==> config.mk <==
export PLATFORM = sky130hd
export DESIGN_NAME = mc_main_ctrl
export DESIGN_NICKNAME = d
export VERILOG_FILES = /design/src/rtl/mc_main_ctrl.sv
export SDC_FILE = /design/constraint.sdc
export NUM_CORES = 1
export LEC_CHECK = 0
export ABC_AREA = 0
export CAP_MARGIN = 20
export CORE_MARGIN = 2
export CORE_UTILIZATION = 41
export CTS_CLUSTER_DIAMETER = 60
export CTS_CLUSTER_SIZE = 20
export DETAILED_ROUTE_END_ITERATION = 16
export GPL_ROUTABILITY_DRIVEN = 0
export GPL_TIMING_DRIVEN = 0
export HOLD_SLACK_MARGIN = 0.05
export PLACE_DENSITY = 0.79
export SLEW_MARGIN = 10
export SYNTH_ARGS = -nofsm -noshare
export SYNTH_HDL_FRONTEND = slang
export SYNTH_SLANG_ARGS = --single-unit
export TNS_END_PERCENT = 100
==> constraint.sdc <==
create_clock -name clk_i -period 2.8 [get_ports clk_i]
set_clock_uncertainty 0.1 [all_clocks]
set_input_delay 0.56 -clock clk_i [delete_from_list [all_inputs] [get_ports clk_i]]
set_output_delay 0.56 -clock clk_i [all_outputs]
set_load 0.01 [all_outputs]
==> src/rtl/mc_main_ctrl.sv <==
// mc_main_ctrl: main control FSM of the multicycle MIPS core.
//
// Sequences every instruction through fetch / decode / execute / memory /
// writeback and drives the datapath mux selects and write enables. Outputs
// are decoded from the current state. The exceptions are ir_write / pc_en in
// FETCH, which follow mem_ready_i, and pc_en in the branch states, which
// follows zero_i.
//
// Ports:
//   clk_i        system clock, rising edge
//   rst_i        asynchronous active-high reset (state -> FETCH, write enables forced 0)
//   op_i6        opcode field instr[31:26], sampled in DECODE and MEMADR only
//   zero_i       ALU zero flag (branch resolution)
//   mem_ready_i  unified memory completed the current access this cycle
//   iord_o       memory address select: 0=PC, 1=ALUOut
//   alu_src_a_o  ALU A select: 0=PC, 1=regA
//   alu_src_b_o2 ALU B select: 00=regB, 01=4, 10=SignImm, 11=SignImm<<2
//   alu_op_o2    00=add, 01=sub, 10=use funct (to the ALU decoder)
//   pc_src_o2    00=ALUResult, 01=ALUOut, 10=jump target
//   ir_write_o   instruction register load
//   mem_write_o  memory write strobe
//   reg_write_o  register file write
//   reg_dst_o    destination register: 0=rt, 1=rd
//   mem_to_reg_o writeback source: 0=ALUOut, 1=memory data
//   pc_en_o      PC load = pc_write | (branch & zero_i)
//   illegal_op_o one-cycle pulse in DECODE on an unsupported opcode
//   state_o4     current state, for debug/trace
//
// Optional feature macro: MC_BNE_EN adds bne (opcode 000101) via state BNEEX (12).
// Without it, 000101 is illegal and encoding 12 is treated as undefined.

module mc_main_ctrl #(
    // Must stay at FETCH (0) in production builds.
    parameter logic [3:0] RESET_STATE = 4'd0
) (
    input  logic       clk_i,
    input  logic       rst_i,
    input  logic [5:0] op_i6,
    input  logic       zero_i,
    input  logic       mem_ready_i,
    output logic       iord_o,
    output logic       alu_src_a_o,
    output logic [1:0] alu_src_b_o2,
    output logic [1:0] alu_op_o2,
    output logic [1:0] pc_src_o2,
    output logic       ir_write_o,
    output logic       mem_write_o,
    output logic       reg_write_o,
    output logic       reg_dst_o,
    output logic       mem_to_reg_o,
    output logic       pc_en_o,
    output logic       illegal_op_o,
    output logic [3:0] state_o4
);

    typedef enum logic [3:0] {
        StFetch   = 4'd0,
        StDecode  = 4'd1,
        StMemAdr  = 4'd2,
        StMemRd   = 4'd3,
        StMemWb   = 4'd4,
        StMemWr   = 4'd5,
        StRtypeEx = 4'd6,
        StRtypeWb = 4'd7,
        StBeqEx   = 4'd8,
        StAddiEx  = 4'd9,
        StAddiWb  = 4'd10,
        StJEx     = 4'd11,
        StBneEx   = 4'd12
    } state_e;

    localparam logic [5:0] OpRtype = 6'b000000;
    localparam logic [5:0] OpLw    = 6'b100011;
    localparam logic [5:0] OpSw    = 6'b101011;
    localparam logic [5:0] OpBeq   = 6'b000100;
    localparam logic [5:0] OpAddi  = 6'b001000;
    localparam logic [5:0] OpJ     = 6'b000010;
`ifdef MC_BNE_EN
    localparam logic [5:0] OpBne   = 6'b000101;
`endif

    state_e state_q, state_d;

    // Raw (ungated) control terms; the write enables are masked by rst_i below.
    logic pc_write, branch_eq, branch_ne;
    logic ir_write_raw, mem_write_raw, reg_write_raw, illegal_raw;

    always_ff @(posedge clk_i or posedge rst_i) begin
        if (rst_i) begin
            state_q <= state_e'(RESET_STATE);
        end else begin
            state_q <= state_d;
        end
    end

    always_comb begin
        state_d       = StFetch;
        iord_o        = 1'b0;
        alu_src_a_o   = 1'b0;
        alu_src_b_o2  = 2'b00;
        alu_op_o2     = 2'b00;
        pc_src_o2     = 2'b00;
        reg_dst_o     = 1'b0;
        mem_to_reg_o  = 1'b0;
        pc_write      = 1'b0;
        branch_eq     = 1'b0;
        branch_ne     = 1'b0;
        ir_write_raw  = 1'b0;
        mem_write_raw = 1'b0;
        reg_write_raw = 1'b0;
        illegal_raw   = 1'b0;

        case (state_q)
            StFetch: begin
                alu_src_b_o2 = 2'b01;
                ir_write_raw = mem_ready_i;
                pc_write     = mem_ready_i;
                state_d      = mem_ready_i ? StDecode : StFetch;
            end
            StDecode: begin
                alu_src_b_o2 = 2'b11;
                case (op_i6)
                    OpLw, OpSw: state_d = StMemAdr;
                    OpRtype:    state_d = StRtypeEx;
                    OpBeq:      state_d = StBeqEx;
                    OpAddi:     state_d = StAddiEx;
                    OpJ:        state_d = StJEx;
`ifdef MC_BNE_EN
                    OpBne:      state_d = StBneEx;
`endif
                    default: begin
                        state_d     = StFetch;
                        illegal_raw = 1'b1;
                    end
                endcase
            end
            StMemAdr: begin
                alu_src_a_o  = 1'b1;
                alu_src_b_o2 = 2'b10;
                // Only lw/sw reach this state, so anything not lw is sw.
                state_d      = (op_i6 == OpLw) ? StMemRd : StMemWr;
            end
            StMemRd: begin
                iord_o  = 1'b1;
                state_d = mem_ready_i ? StMemWb : StMemRd;
            end
            StMemWb: begin
                mem_to_reg_o  = 1'b1;
                reg_write_raw = 1'b1;
            end
            StMemWr: begin
                iord_o        = 1'b1;
                mem_write_raw = 1'b1;
                state_d       = mem_ready_i ? StFetch : StMemWr;
            end
            StRtypeEx: begin
                alu_src_a_o = 1'b1;
                alu_op_o2   = 2'b10;
                state_d     = StRtypeWb;
            end
            StRtypeWb: begin
                reg_dst_o     = 1'b1;
                reg_write_raw = 1'b1;
            end
            StBeqEx: begin
                alu_src_a_o = 1'b1;
                alu_op_o2   = 2'b01;
                pc_src_o2   = 2'b01;
                branch_eq   = 1'b1;
            end
            StAddiEx: begin
                alu_src_a_o  = 1'b1;
                alu_src_b_o2 = 2'b10;
                state_d      = StAddiWb;
            end
            StAddiWb: begin
                reg_write_raw = 1'b1;
            end
            StJEx: begin
                pc_src_o2 = 2'b10;
                pc_write  = 1'b1;
            end
`ifdef MC_BNE_EN
            StBneEx: begin
                alu_src_a_o = 1'b1;
                alu_op_o2   = 2'b01;
                pc_src_o2   = 2'b01;
                branch_ne   = 1'b1;
            end
`endif
            // Undefined encodings drive nothing and fall back to FETCH.
            default: state_d = StFetch;
        endcase
    end

    // Gating by rst_i keeps a reset mid-instruction from leaking a partial write.
    assign ir_write_o   = ir_write_raw & ~rst_i;
    assign mem_write_o  = mem_write_raw & ~rst_i;
    assign reg_write_o  = reg_write_raw & ~rst_i;
    assign illegal_op_o = illegal_raw & ~rst_i;
    assign pc_en_o      = (pc_write | (branch_eq & zero_i) | (branch_ne & ~zero_i)) & ~rst_i;
    assign state_o4     = state_q;

endmodule

==> reports/qor.log, run 1 <==
[worst_setup_path] Max FO, Critical Path 4
[cells_and_area] antenna diode instance count 0
[global_routing] total routing resource utilization after global routing 22.85%
[global_routing] aggregate global routing overflow 0
[global_routing] met2 track demand over resource 37.89%
[route] per-cell via count in the routed design 5.856
[synth] ys flop type sky130_fd_sc_hd__dfrtp_1
[clock_network] count of H-tree levels built during CTS 1
[synth] leading area contributor after synthesis sky130_fd_sc_hd__dfrtp_1
[sta] number of endpoints failing setup at the final stage 0
[sta] crit share post-route 95.60%
[sta] final critical-path required period 2.677 ns
[synth] synthesized net count 89
[cells_and_area] flip-flop count of the largest register, all copies and words added 4
[clock_network] TritonCTS clock tree done
[cells_and_area] proportion of layout cells with a drive suffix above 1 11.82%
[synth] number of distinct library cell variants in the gate-level netlist after synthesis 32
[route] Residual DRC 0
[worst_setup_path] path type of the worst setup path input pin to output port
[sta] highest clock frequency the design can meet 373.6 MHz
[placement] Buffers on Ports 28
[route] iteration-0 DRC count of the detailed router 13
[sta] hold slack 0.5376 ns
[clock_network] post-CTS clock slew at the launch and capture registers of the worst setup and hold paths 0.04 ns
[synth] post-synthesis cell area 566.8 um^2
[synth] main area contributors after synthesis sky130_fd_sc_hd__dfrtp_1 (18%), sky130_fd_sc_hd__nor3_1 (8.8%), sky130_fd_sc_hd__o211ai_1 (5.3%), sky130_fd_sc_hd__nor2_1 (4.6%), sky130_fd_sc_hd__xor2_1 (4.6%)
[cells_and_area] most common cell after layout, fill and taps aside sky130_fd_sc_hd__clkdlybuf4s50_1
[cells_and_area] Final Core Density 68.08%
[power] leakage 0.3513 nW
[clock_network] Bufs on Longest Clock Path 2
[route] Avg WL per Cell 13.49 um
[worst_setup_path] kind of end point of the critical path output port
[synth] area share of the largest cell type after synthesis 17.66%
[worst_setup_path] source of the worst register-to-register timing path state_o4[1]$_DFF_PP0_
[floorplan] total number of placement rows 13
[cells_and_area] commonest cells after routing, fill and taps aside sky130_fd_sc_hd__clkdlybuf4s50_1 (22), sky130_fd_sc_hd__nor3_1 (10), sky130_fd_sc_hd__nor2_1 (7)
[min_path] worst min path class input pin to asynchronous set/reset pin
[outcome] outcome complete, no violations
[worst_setup_path] data required time of the critical path 2.14 ns
[clock_network] hold buffer count at cts 0
[synth] sequential share of the synthesized area 17.66%
[clock_network] number of buffers created by CTS 3
[synth] fraction of registers with async set or reset after synthesis 100.0%
[synth] Synth Area per Inst 7.175 um^2
[synth] number of enable-type register cells in the synthesized netlist 0
[power] P per Cell Area 432.9 nW/um^2
[worst_setup_path] data arrival time of the worst path 2.02 ns
[floorplan] standard cell core area 1301 um^2
[sta] Final Hold Vio Count 0
[global_routing] met3 demand-to-capacity share in global routing 6.522%
[worst_setup_path] Worst Reg2Reg Path Length in Cells 5
[clock_network] clock latency at the later pin of the worst-skew pair 0.25 ns
[clock_network] Sink Count 4
[floorplan] Die Ht 41.18 um
[synth] count of yosys warnings during synthesis 0
[sta] worst slew pin tran 0.3827 ns
[cells_and_area] Cell Count, Final, Fillers Out 125
[route] Detailed Route WL 1686 um
[sta] worst-case headroom to the max-slew limit 74.29%
[power] maximum resistive drop on vdd 0.2939 mV
[floorplan] num ports 29
[placement] DPL Wire Length 1308 um
[route] Via Count 732
[worst_setup_path] critical register-to-register path endpoint state_o4[0]$_DFF_PP0_
[route] remaining antenna violation count 0
[sta] max-slew violation total from the final report 0
[route] Pre-antenna DRT Iters 4
[synth] synthesized netlist cell count 79
[worst_setup_path] register-to-register path setup slack 1.37 ns
[floorplan] area of the die 1696 um^2
[cells_and_area] post-synthesis to final-layout area growth 56.29%
[clock_network] Clock Root Buffer sky130_fd_sc_hd__clkbuf_4
[global_routing] pin count of the biggest net entering global routing 11
[placement] total instance count after detailed placement 122
[clock_network] buffers inserted during post-CTS setup optimization 0
[global_routing] busiest layer in global routing met2
[global_routing] met1 capacity usage during global routing 27.18%
[sta] RSZ-0062 raised after global routing false
[run] number of maximum-capacitance constraint violations 0
[global_routing] global-route wire length before repair 2470 um
[synth] count of state elements after synthesis 4
[floorplan] initial core utilization 43.56%
[floorplan] Die W 41.18 um
[worst_setup_path] startpoint class of the critical path input pin
[global_routing] vias in the first global route 585
[cells_and_area] total number of nets in the final design 122
[global_routing] number of antenna violations at the first check in global routing 0
==> worst max path at each step <==
stage | endpoint | slack, ns | from | cells past startpoint
after floorplan | pc_en_o | 0.81 | state_o4[1]$_DFF_PP0_ | 4
after CTS | illegal_op_o | 0.12 | rst_i | 4
final | illegal_op_o | 0.12 | op_i6[4] | 5
after global routing | illegal_op_o | 0.05 | op_i6[4] | 5
after detailed placement | pc_en_o | -0.14 | zero_i | 5
after global placement | pc_en_o | -0.11 | zero_i | 5
==> synth_stat cells (2+ instances only) <==
library cell and count:
sky130_fd_sc_hd__nand2_1 6, sky130_fd_sc_hd__inv_1 2, sky130_fd_sc_hd__nand2b_1 2, sky130_fd_sc_hd__nor2b_1 2, sky130_fd_sc_hd__nor4_1 2, sky130_fd_sc_hd__xor2_1 3, sky130_fd_sc_hd__nand4_1 3, sky130_fd_sc_hd__dfrtp_1 4
sky130_fd_sc_hd__o211ai_1 4, sky130_fd_sc_hd__and4_1 2, sky130_fd_sc_hd__or2_1 2, sky130_fd_sc_hd__nand3_1 3, sky130_fd_sc_hd__nor3_1 10, sky130_fd_sc_hd__o21ai_0 2, sky130_fd_sc_hd__buf_2 5, sky130_fd_sc_hd__nor2_1 7
sky130_fd_sc_hd__and3_1 2, sky130_fd_sc_hd__a21oi_1 4
==> cell type report <==
class / count / area, um^2
inverter: 2 / 7.507
sequential: 4 / 100.1
fill: 118 / 415.4
tap: 15 / 18.77
clock buffer: 3 / 22.52
buffer: 7 / 43.79
multi-input combinational: 66 / 420.4
timing repair buffer: 28 / 272.8
==> critical path, stage by stage <==
cell                              delay (ns)
sky130_fd_sc_hd__clkdlybuf4s50_1        0.53
sky130_fd_sc_hd__nor3_1                 0.06
sky130_fd_sc_hd__o211ai_1               0.11
sky130_fd_sc_hd__and4_1                 0.22
sky130_fd_sc_hd__clkdlybuf4s50_1        0.54
==> power breakdown <==
part / internal [mW] / total [mW] / leakage, nW / switching (mW)
registers: 0.0660 / 0.0707 / 0.0535 / 0.00464
clock network: 0.0482 / 0.0754 / 0.0138 / 0.0272
logic: 0.119 / 0.237 / 0.284 / 0.119
total: 0.233 / 0.383 / 0.351 / 0.150
==> metal layers <==
layer	up-vias	share of wire, %
met2	29	50
met5	-	0
met1	338	43
met4	0	1.0
met3	4	6.0
li1	361	-
==> metrics by stage <==
step	area (um^2)	setup TNS (ns)	worst slack, ns	power (mW)
after global placement	865.8	-0.1865	-0.1108	0.3066
after CTS	885.9	0	0.1249	0.3847
after global routing	885.9	0	0.05462	0.4074
final	885.9	0	0.1231	0.3834
after floorplan	566.8	0	0.8105	0.2077
after detailed placement	865.8	-0.2086	-0.1358	0.3104
==> repair_timing <==
action / CTS / global route
endpoints found under the setup margin: 2 / 0
endpoints found under the hold margin: 0 / 0
resized for setup: 7 / 0
==> cell families after synthesis <==
| logic type | count (synthesis) | share of synthesized area, % |
|---|---|---|
| AOI/OAI and AO/OA | 15 | 19.21 |
| xor gates and xnor gates | 4 | 6.182 |
| buffers and inverters | 9 | 9.051 |
| DFF | 4 | 17.66 |
| and+or+nand+nor | 47 | 47.90 |
(Power assumes the default switching activity.)
==> run 2: changes to the inputs <==
--- a/config.mk
+++ b/config.mk
@@ -5,10 +5,9 @@
 export SDC_FILE = /design/constraint.sdc
 export NUM_CORES = 1
 export LEC_CHECK = 0
-export ABC_AREA = 0
+export ABC_AREA = 1
 export CAP_MARGIN = 20
-export CORE_MARGIN = 2
-export CORE_UTILIZATION = 41
+export CORE_UTILIZATION = 40
 export CTS_CLUSTER_DIAMETER = 60
 export CTS_CLUSTER_SIZE = 20
 export DETAILED_ROUTE_END_ITERATION = 16
==> run 2 against run 1 <==
Wire length fell by 13%. Combinational power fell by 44%. Clock power down 5.4%. Global-route usage is 2.2 points higher. Fmax grew 2.3%. Synthesized cell count rose by 29%. Power down 28%. Worst setup slack improved by 0.061 ns. Core utilization rose by 4.6 points. Clock-buffer cell count unchanged. Register-to-register slack better by 0.12 ns. Critical endpoint unchanged. Die area down 13%.
==> reports/qor.log, run 2 <==
[outcome] outcome complete, no violations
[worst_setup_path] data arrival time of the worst path 1.96 ns
[route] Residual DRC 0
[clock_network] buffers inserted during post-CTS setup optimization 0
[sta] worst-case headroom to the max-slew limit 83.57%
[placement] DPL Wire Length 1206 um
[worst_setup_path] data required time of the critical path 2.14 ns
[worst_setup_path] Buf+Inv Stages, Crit Path 3
[global_routing] total routing resource utilization after global routing 25.09%
[synth] most numerous cell in the Yosys netlist sky130_fd_sc_hd__nand2_1
[worst_setup_path] cell with the largest stage delay on the worst path sky130_fd_sc_hd__clkdlybuf4s50_1
[synth] ys flop type sky130_fd_sc_hd__dfrtp_1
[route] Detailed Route WL 1468 um
[floorplan] initial core utilization 45.41%
[clock_network] TritonCTS clock tree done
[synth] Synth Area per Inst 5.213 um^2
[worst_setup_path] startpoint class of the critical path input pin
[floorplan] total number of placement rows 12
[sta] worst slew pin tran 0.2439 ns
[synth] synthesized net count 112
[global_routing] aggregate global routing overflow 0
[synth] post-synthesis cell area 531.8 um^2
[floorplan] num ports 29
[worst_setup_path] Max FO, Critical Path 6
[placement] dpl ws 0.002242 ns
[cells_and_area] proportion of layout cells with a drive suffix above 1 11.28%
[route] per-cell via count in the routed design 4.680
[route] remaining antenna violation count 0
[cells_and_area] area used by sequential logic in the layout 100.1 um^2
[sta] Final Hold Vio Count 0
[sta] final critical-path required period 2.616 ns
[clock_network] hold buffer count at cts 0
[worst_setup_path] slowest cell delay on critical path 0.45 ns
[sta] aggregate negative setup slack 0 ns
[worst_setup_path] CP most frequent cell sky130_fd_sc_hd__nand3_1
[power] leakage 0.4748 nW
[cells_and_area] Filler Cell Count 110
[clock_network] Bufs on Longest Clock Path 2
[cells_and_area] Final Core Density 72.65%
[min_path] worst min path class input pin to asynchronous set/reset pin
[clock_network] number of buffers created by CTS 3
[synth] count of yosys warnings during synthesis 0
[floorplan] Die W 38.46 um
[clock_network] Clock Root Buffer sky130_fd_sc_hd__clkbuf_4
[route] Via Count 688
[worst_setup_path] sequence of cells on the critical path clkdlybuf4s50_1 > nor2_2 > nand3_1 > nand2_1 > inv_1 > nand3_1 > nor2_1 > dlygate4sd2_1
[synth] number of enable-type register cells in the synthesized netlist 0
[cells_and_area] final std cell area, no fill 850.8 um^2
[placement] Cell Area, Placed 829.5 um^2
[power] maximum resistive drop on vdd 0.1406 mV
[worst_setup_path] kind of cell with the highest combined delay on the critical path buffers and inverters
[cells_and_area] flip-flop count of the largest register, all copies and words added 4
[cells_and_area] commonest cells after routing, fill and taps aside sky130_fd_sc_hd__nand2_1 (28), sky130_fd_sc_hd__clkdlybuf4s50_1 (27), sky130_fd_sc_hd__inv_1 (21)
[synth] sequential share of the synthesized area 18.82%
[synth] number of distinct library cell variants in the gate-level netlist after synthesis 13
[route] Avg WL per Cell 9.986 um
[worst_setup_path] path type of the worst setup path input pin to output port
[clock_network] count of H-tree levels built during CTS 1
[clock_network] Resized cells post-CTS 1
[sta] max-slew violation total from the final report 0
[run] number of maximum-capacitance constraint violations 0
[sta] number of endpoints failing setup at the final stage 0
[global_routing] global-route wire length before repair 2553 um
[clock_network] Sink Count 4
[worst_setup_path] kind of end point of the critical path output port
[synth] leading area contributor after synthesis sky130_fd_sc_hd__nand2_1
[synth] main area contributors after synthesis sky130_fd_sc_hd__nand2_1 (20%), sky130_fd_sc_hd__dfrtp_1 (19%), sky130_fd_sc_hd__inv_1 (15%), sky130_fd_sc_hd__nor2_1 (13%), sky130_fd_sc_hd__nand3_1 (9.4%)
[cells_and_area] total number of nets in the final design 145
[floorplan] standard cell core area 1171 um^2
[cells_and_area] antenna diode instance count 0
[synth] fraction of registers with async set or reset after synthesis 100.0%
[global_routing] number of antenna violations at the first check in global routing 0
[cells_and_area] most common cell after layout, fill and taps aside sky130_fd_sc_hd__nand2_1
[synth] leading post-synthesis cells by instance count sky130_fd_sc_hd__nand2_1 (28), sky130_fd_sc_hd__inv_1 (21), sky130_fd_sc_hd__nor2_1 (18), sky130_fd_sc_hd__nand3_1 (10), sky130_fd_sc_hd__o21ai_0 (6)
[sta] crit share post-route 93.44%
[floorplan] Die Ht 38.46 um
[route] iteration-0 DRC count of the detailed router 16
[sta] RSZ-0062 raised after global routing false
[sta] final setup margin 0.1836 ns
[global_routing] vias in the first global route 637
[clock_network] post-CTS clock slew at the launch and capture registers of the worst setup and hold paths 0.04 ns
[power] P per Cell Area 322.3 nW/um^2
[floorplan] area of the die 1479 um^2
[cells_and_area] multi-input logic area 341.6 um^2
[synth] area share of the largest cell type after synthesis 19.76%
[synth] synthesized netlist cell count 102
[clock_network] clock latency at the later pin of the worst-skew pair 0.23 ns
[route] Pre-antenna DRT Iters 4
[sta] highest clock frequency the design can meet 382.2 MHz
[global_routing] pin count of the biggest net entering global routing 8
[cells_and_area] post-synthesis to final-layout area growth 60.00%
[placement] Buffers on Ports 28
[synth] count of state elements after synthesis 4
-- run 2: cell types whose count changed after synthesis, moves of 4 or more --
cell,change
sky130_fd_sc_hd__nand2_1,+22
sky130_fd_sc_hd__inv_1,+19
sky130_fd_sc_hd__nor2_1,+11
sky130_fd_sc_hd__nor3_1,-10
sky130_fd_sc_hd__nand3_1,+7
sky130_fd_sc_hd__buf_2,-5
sky130_fd_sc_hd__o211ai_1,-4
sky130_fd_sc_hd__o21ai_0,+4
-- run 2: through the flow --
stage | std cells | hold slack [ns] | total power [mW]
final | 147 | 0.5238 | 0.2742
after global routing | 147 | 0.5529 | 0.2968
after CTS | 147 | 0.5257 | 0.2768
after detailed placement | 144 | 0.6727 | 0.2044
after global placement | 144 | 0.6658 | 0.2024
after floorplan | 102 | 0.2402 | 0.1377
-- run 2: final timing paths --
| check | depth (start not counted) | end | slack [ns] | start |
|---|---|---|---|---|
| min | 2 | state_o4[3]$_DFF_PP0_ | 0.52 | rst_i |
| max in group asynchronous | 2 | state_o4[0]$_DFF_PP0_ | 1.89 | rst_i |
| min reg2reg | 3 | state_o4[0]$_DFF_PP0_ | 0.67 | state_o4[2]$_DFF_PP0_ |
| min in group clk_i | 3 | state_o4[0]$_DFF_PP0_ | 0.67 | state_o4[2]$_DFF_PP0_ |
| max reg2reg | 7 | state_o4[1]$_DFF_PP0_ | 1.49 | state_o4[1]$_DFF_PP0_ |
| max | 8 | illegal_op_o | 0.18 | op_i6[2] |
-- run 2: logic make-up after synthesis --
kind of cell           count (synthesis)  synth area share (%)
and+or+nand+nor                       66                 56.47
AOI/OAI and AO/OA                      8                 7.765
buffers and inverters                 24                 16.94
DFF                                    4                 18.82
-- run 2: per-layer routing --
layer | GRT usage (%) | vias up | share of wire [%]
met5 | 0 | - | 0
met1 | 32.74 | 293 | 47
met4 | 12.93 | 0 | 0.82
met2 | 39.41 | 20 | 49
met3 | 4.070 | 2 | 3.5
li1 | - | 373 | -
-- run 2: cell type report --
cell class	count	area share, %
Multi-Input combinational cell	74	40.15
Tap cell	14	2.059
Clock buffer	3	2.647
Sequential cell	4	11.76
Timing Repair Buffer	28	32.79
Inverter	24	10.59
-- run 2: power breakdown --
group	leakage, nW	internal, mW	total, mW	switching [mW]
Combinational	0.408	0.0631	0.132	0.0694
Clock	0.0138	0.0479	0.0713	0.0234
Sequential	0.0533	0.0633	0.0704	0.00714
